$ cat src/rtl/wide_add_seq.sv
// Multi-word add/subtract sequencer that streams one 32-bit word per cycle,
// least significant word first, through a shared Kogge-Stone adder.

module kogger_stone (
   input  logic [31:0] a,
   input  logic [31:0] b,
   input  logic        cin,
   output logic [32:0] sum,
   output logic        cout
);
   // g_l[k]/p_l[k] hold group generate/propagate after k prefix levels.
   // The carry-in is folded into bit 0's generate, so the final g_l[5][i] is the carry out of bit i.
   logic [31:0] g_l [6];
   logic [31:0] p_l [5];

   assign p_l[0] = a ^ b;
   assign g_l[0] = {a[31:1] & b[31:1], (a[0] & b[0]) | ((a[0] ^ b[0]) & cin)};

   for (genvar lv = 0; lv < 5; lv++) begin : g_level
      localparam int D = 1 << lv;
      assign g_l[lv+1] = g_l[lv] | (p_l[lv] & {g_l[lv][31-D:0], {D{1'b0}}});
      if (lv < 4) begin : g_prop
         assign p_l[lv+1] = p_l[lv] & {p_l[lv][31-D:0], {D{1'b1}}};
      end
   end

   assign sum  = {g_l[5][31], p_l[0] ^ {g_l[5][30:0], cin}};
   assign cout = g_l[5][31];
endmodule

module wide_add_seq #(
   parameter int unsigned WORDS = 4
) (
   input  logic                clk,
   input  logic                rst_n,
   input  logic                start,
   input  logic                sub,
   input  logic                cin,
   input  logic [32*WORDS-1:0] op_a,
   input  logic [32*WORDS-1:0] op_b,
   output logic                busy,
   output logic                done,
   output logic [32*WORDS-1:0] result,
   output logic                cout,
   output logic                ovf
);
   localparam int W  = 32 * WORDS;
   localparam int IW = $clog2(WORDS);

   typedef enum logic [1:0] {S_IDLE, S_RUN, S_DONE} state_e;

   state_e         state_q, state_d;
   logic [IW-1:0]  idx_q, idx_d;
   logic [W-1:0]   a_q, a_d;
   logic [W-1:0]   b_q, b_d;
   logic [W-1:0]   result_q, result_d;
   logic           carry_q, carry_d;
   logic           cout_q, cout_d;
   logic           ovf_q, ovf_d;

   logic [31:0]    a_word, b_word;
   logic [32:0]    sum;
   logic           adder_cout_unused;
   logic           last_word;

   assign a_word    = a_q[int'(idx_q)*32 +: 32];
   assign b_word    = b_q[int'(idx_q)*32 +: 32];
   assign last_word = (idx_q == IW'(WORDS - 1));

   kogger_stone u_adder (
      .a    (a_word),
      .b    (b_word),
      .cin  (carry_q),
      .sum  (sum),
      .cout (adder_cout_unused)
   );

   // NOTE: every _d is defaulted to its _q first so no path through the case leaves a latch.
   always_comb begin
      state_d  = state_q;
      idx_d    = idx_q;
      a_d      = a_q;
      b_d      = b_q;
      result_d = result_q;
      carry_d  = carry_q;
      cout_d   = cout_q;
      ovf_d    = ovf_q;
      case (state_q)
         S_IDLE, S_DONE: begin
            if (start) begin
               state_d = S_RUN;
               idx_d   = '0;
               a_d     = op_a;
               // Subtraction is A + ~B + 1, so the inverted B and forced carry are set up here.
               b_d     = sub ? ~op_b : op_b;
               carry_d = sub | cin;
            end else begin
               state_d = S_IDLE;
            end
         end
         S_RUN: begin
            result_d[int'(idx_q)*32 +: 32] = sum[31:0];
            carry_d = sum[32];
            idx_d   = idx_q + IW'(1);
            if (last_word) begin
               cout_d  = sum[32];
               ovf_d   = (a_word[31] == b_word[31]) && (sum[31] != a_word[31]);
               idx_d   = '0;
               state_d = S_DONE;
            end
         end
         default: state_d = S_IDLE;
      endcase
   end

   // NOTE: state uses non-blocking assignments so every register samples pre-edge values.
   // NOTE: operand and carry registers are reset too, so nothing in the block ever starts from X.
   always_ff @(posedge clk or negedge rst_n) begin
      if (!rst_n) begin
         state_q  <= S_IDLE;
         idx_q    <= '0;
         a_q      <= '0;
         b_q      <= '0;
         result_q <= '0;
         carry_q  <= 1'b0;
         cout_q   <= 1'b0;
         ovf_q    <= 1'b0;
      end else begin
         state_q  <= state_d;
         idx_q    <= idx_d;
         a_q      <= a_d;
         b_q      <= b_d;
         result_q <= result_d;
         carry_q  <= carry_d;
         cout_q   <= cout_d;
         ovf_q    <= ovf_d;
      end
   end

   assign busy   = (state_q == S_RUN);
   assign done   = (state_q == S_DONE);
   assign result = result_q;
   assign cout   = cout_q;
   assign ovf    = ovf_q;
endmodule

$ cat config.mk
export PLATFORM = sky130hd
export DESIGN_NAME = wide_add_seq
export DESIGN_NICKNAME = d
export VERILOG_FILES = /design/src/rtl/wide_add_seq.sv
export SDC_FILE = /design/constraint.sdc
export NUM_CORES = 1
export LEC_CHECK = 0
export ABC_AREA = 1
export BUFFER_PORTS_ARGS = -buffer_cell sky130_fd_sc_hd__buf_2
export CORE_MARGIN = 2
export CORE_UTILIZATION = 30
export DETAILED_ROUTE_END_ITERATION = 7
export PLACE_DENSITY_LB_ADDON = 0.3
export SLEW_MARGIN = 10
export SYNTH_ARGS = -nofsm -noshare
export SYNTH_HDL_FRONTEND = slang
export SYNTH_HIERARCHICAL = 1
export SYNTH_SLANG_ARGS = --single-unit
$ cat constraint.sdc
create_clock -name clk -period 8.8 [get_ports clk]
set_clock_uncertainty 0.05 [all_clocks]
set_input_delay 0 -clock clk [delete_from_list [all_inputs] [get_ports clk]]
set_output_delay 0 -clock clk [all_outputs]
set_load 0.005 [all_outputs]
==> results by group <==
STA
  – RSZ-0062 raised after global routing: no
  – Slew Limit Fails: 0
  – Setup violators final: 0
  – Fin Hold WS: between 0.04 and 0.05 ns
  – Fin worst setup slack: between 4 and 5 ns
  – Fin crit share: 0.503
  – Peak Freq: 226 MHz
  – Final Hold Vio Count: 0
  – Minimum clock period: between 4 and 5 ns
  – Pin slew with the least headroom to its limit: about 1.1 ns
  – Fin Setup TNS: 0 ns
  – Rel. slew slack: 0.243

Power and ir drop
  – P_leak: approximately 13 nW
  – Peak VDD IR: ~0.00023 V
  – P_int: between 0.006 and 0.007 W
  – PnR Total Power: between 0.01 and 0.015 W
  – Clock Power Share: 0.150
  – Flop pwr share: 0.259
  – PD cells: about 450 nW/um^2
  – Switching pwr: about 0.0062 W
  – Comb pwr share: 0.591
  – Sw Ratio: 0.503

Layout
  – Layout cells sized above 1: 0.257
  – Area grow syn2layout: 31.2%
  – Nets@finish: between 3,000 and 4,000

Worst setup path
  – Startpoint types: flop
  – CP max FO: 40
  – CP arrival: between 4 and 5 ns
  – WP data required: roughly 9 ns
  – Setup slack, reg-to-reg: roughly 4.4 ns
  – Worst Setup End Kind: flop
  – Crit path kind: reg2reg

GRT
  – Largest net degree at the start of global routing: 210
  – First-pass GRT wire length: about 110,000 um
  – Tot GR Track Use: 0.204
  – Antenna violations before repair: 9
  – GR Overflow Total: 0
  – Vias in the first global route: between 15,000 and 20,000

Hold path
  – Hold Path Class: in2async

Clock network
  – Total CTS buffers: between 40 and 50
  – Worst-path clk slew: about 0.06 ns
  – Skew-Pair Late Insertion Delay: 0.59 ns
  – Root Buffer: clkbuf_16
  – CTS tree: built
  – H-Tree Depth: 2
  – Clock Path Buffers: 3
  – Sink Count: just under 400
  – CTS-repair resized insts: 0

Job
  – Max-cap viol count: 0

Drt
  – Iteration-0 DRC Markers: approximately 1,300
  – DRT Wirelength: ~73,000 um
  – Drt wl/cell: slightly below 20 um
  – Vias/cell: 4.77
  – DRC viols: 0
  – Met2 WL: ~35,000 um
  – Met3 wire length: between 3000 and 4000 um
  – Detail Route Antenna Nets: 0
  – Via count: between 15,000 and 20,000
  – Top layer used by detailed routing: met5
  – DRT met1 WL: between 30,000 and 40,000 um
  – Router iterations before antenna repair: 7

Placed design
  – Setup WS pre-CTS: ~4.4 ns
  – Gp weighted congestion: approximately 0.92
  – Port Buf Inserts: approximately 390
  – Dpl hpwl: slightly above 50,000 um

Floorplanning
  – Row cnt: between 90 and 100
  – Core region area: around 70,000 um^2
  – # IOs: between 300 and 400
  – Die width: 268 um
  – Starting Density: 0.304
  – Die Span Y: between 200 and 300 um
  – Die area: a little over 70,000 um^2

Synthesis
  – Synth cell types: 40
  – Seq/Total Area, Yosys: 0.468
  – Ys Warns: 6
  – Net Count, Synth: 2,584
  – EDFF count, synth: 0
  – Syn Inst Count: approximately 2,300
  – Syn Area/Cell: 9.16 um^2
  – Most used DFF post-synth: dfrtp_1
  – Async SR Flop Fraction: 1.00
  – Netlist Area Pre-Place: 20,900 um^2
  – #FFs+latches synth: approximately 400

Outcome
  – Outcome: finished, final reports clean
==> sequential cells by signal, indices dropped and copies added (netlist names) <==
| register | flops |
|---|---|
| a_q | 128 |
| b_q | 128 |
| result | 128 |
| idx_q | 2 |
| state_q | 2 |
| carry_q | 1 |
| cout | 1 |
| ovf | 1 |
==> placed cells by master (no fill, tap or decap), types with 3 or more instances in the layout <==
| cell | count |
|---|---|
| inv_1 | 127 |
| nor3_1 | 6 |
| nor3_2 | 4 |
| buf_4 | 15 |
| o21ai_0 | 358 |
| nand4_1 | 5 |
| nor2_2 | 3 |
| nand2_2 | 65 |
| mux2_2 | 33 |
| clkbuf_8 | 5 |
| o22ai_1 | 63 |
| buf_2 | 390 |
| nand3_2 | 5 |
| o21ai_1 | 62 |
| clkbuf_1 | 11 |
| inv_6 | 4 |
| xor2_1 | 14 |
| mux2_4 | 95 |
| nor2_1 | 165 |
| a21oi_1 | 21 |
| clkbuf_16 | 46 |
| inv_2 | 3 |
| nand2_1 | 424 |
| dlygate4sd3_1 | 258 |
| xnor2_1 | 129 |
| dfrtp_1 | 389 |
| clkinv_2 | 5 |
| o21ai_2 | 50 |
| diode_2 | 8 |
| ha_1 | 37 |
| nand3_1 | 61 |
| o31ai_1 | 4 |
==> worst max-delay path, stage by stage, from the launching register on <==
cell	delay [ns]
dfrtp_2	0.60
inv_2	0.50
buf_4	0.58
o21ai_0	0.18
o22ai_1	0.50
ha_1	0.41
nand2_1	0.16
inv_1	0.05
nand2_1	0.06
nand2_1	0.06
a21oi_1	0.14
nand2_2	0.11
xor2_1	0.46
nand3_1	0.18
o21ai_0	0.21
==> worst paths after layout <==
| path | to | cells past startpoint | startpoint |
|---|---|---|---|
| setup reg to reg | result[111] | 14 | idx_q[1] |
| max in group asynchronous | a_q[89] | 4 | rst_n |
| hold reg to reg | b_q[36] | 2 | b_q[36] |
| setup / recovery | result[111] | 14 | idx_q[1] |
| hold / removal | b_q[72] | 2 | rst_n |
| min in group clk | b_q[11] | 3 | sub |
==> metrics by stage <==
| step | instances | cell area [um^2] | util |
|---|---|---|---|
| floorplan | 2284 | 20900 | - |
| global placement | 3478 | 23400 | 0.340 |
| detailed placement | 3478 | 23400 | 0.340 |
| CTS | 3812 | 27400 | 0.398 |
| global route | 3819 | 27400 | 0.399 |
| finish | 3820 | 27400 | 0.399 |
==> power groups by stage <==
stage          clock network (W)  logic [W]  registers (W)
6_report                 0.00186    0.00734        0.00321
3_5_place_dp                   0    0.00730        0.00323
2_1_floorplan                  0    0.00486        0.00304
3_3_place_gp                   0    0.00724        0.00323
4_1_cts                  0.00192    0.00741        0.00321
5_1_grt                  0.00198    0.00821        0.00331
==> metal layers <==
layer	global-route usage	vias to the layer above
li1	-	8729
met1	0.276	8856
met2	0.338	504
met3	0.0259	129
met4	0.0642	2
met5	0	-
==> repair_timing <==
| action | in CTS | in global routing |
|---|---|---|
| hold endpoints to repair | 373 | 0 |
| setup buffers | 0 | 0 |
| hold buffers | 258 | 0 |
==> Yosys cell counts, types with 50 or more instances <==
cell / number / area, um^2
clkbuf_1: 74 / 278
xnor2_1: 129 / 1130
o21ai_0: 358 / 1790
nand2_2: 65 / 407
o21ai_1: 62 / 310
mux2_4: 95 / 1430
nand2_1: 424 / 1590
nor2_1: 165 / 619
inv_1: 129 / 484
nand3_1: 61 / 305
o22ai_1: 63 / 394
o21ai_2: 50 / 438
dfrtp_1: 391 / 9780
==> layout make-up <==
class,instances,area [um^2]
Fill cell,6886,41400
Multi-Input combinational cell,1615,9810
Sequential cell,391,9790
Timing Repair Buffer,667,4710
Clock buffer,62,1260
Tap cell,931,1160
Inverter,132,503
Clock inverter,14,179
Antenna cell,8,20.0
==> cells by family after synthesis <==
family,after synthesis,synth area share
simple gates,745,0.151
compound gates,560,0.147
flops,391,0.468
buf+inv,278,0.0632
xor+xnor,143,0.0599
mux,128,0.0860
fa+ha+maj,39,0.0241
No activity file was read; power rests on OpenSTA's default activity.
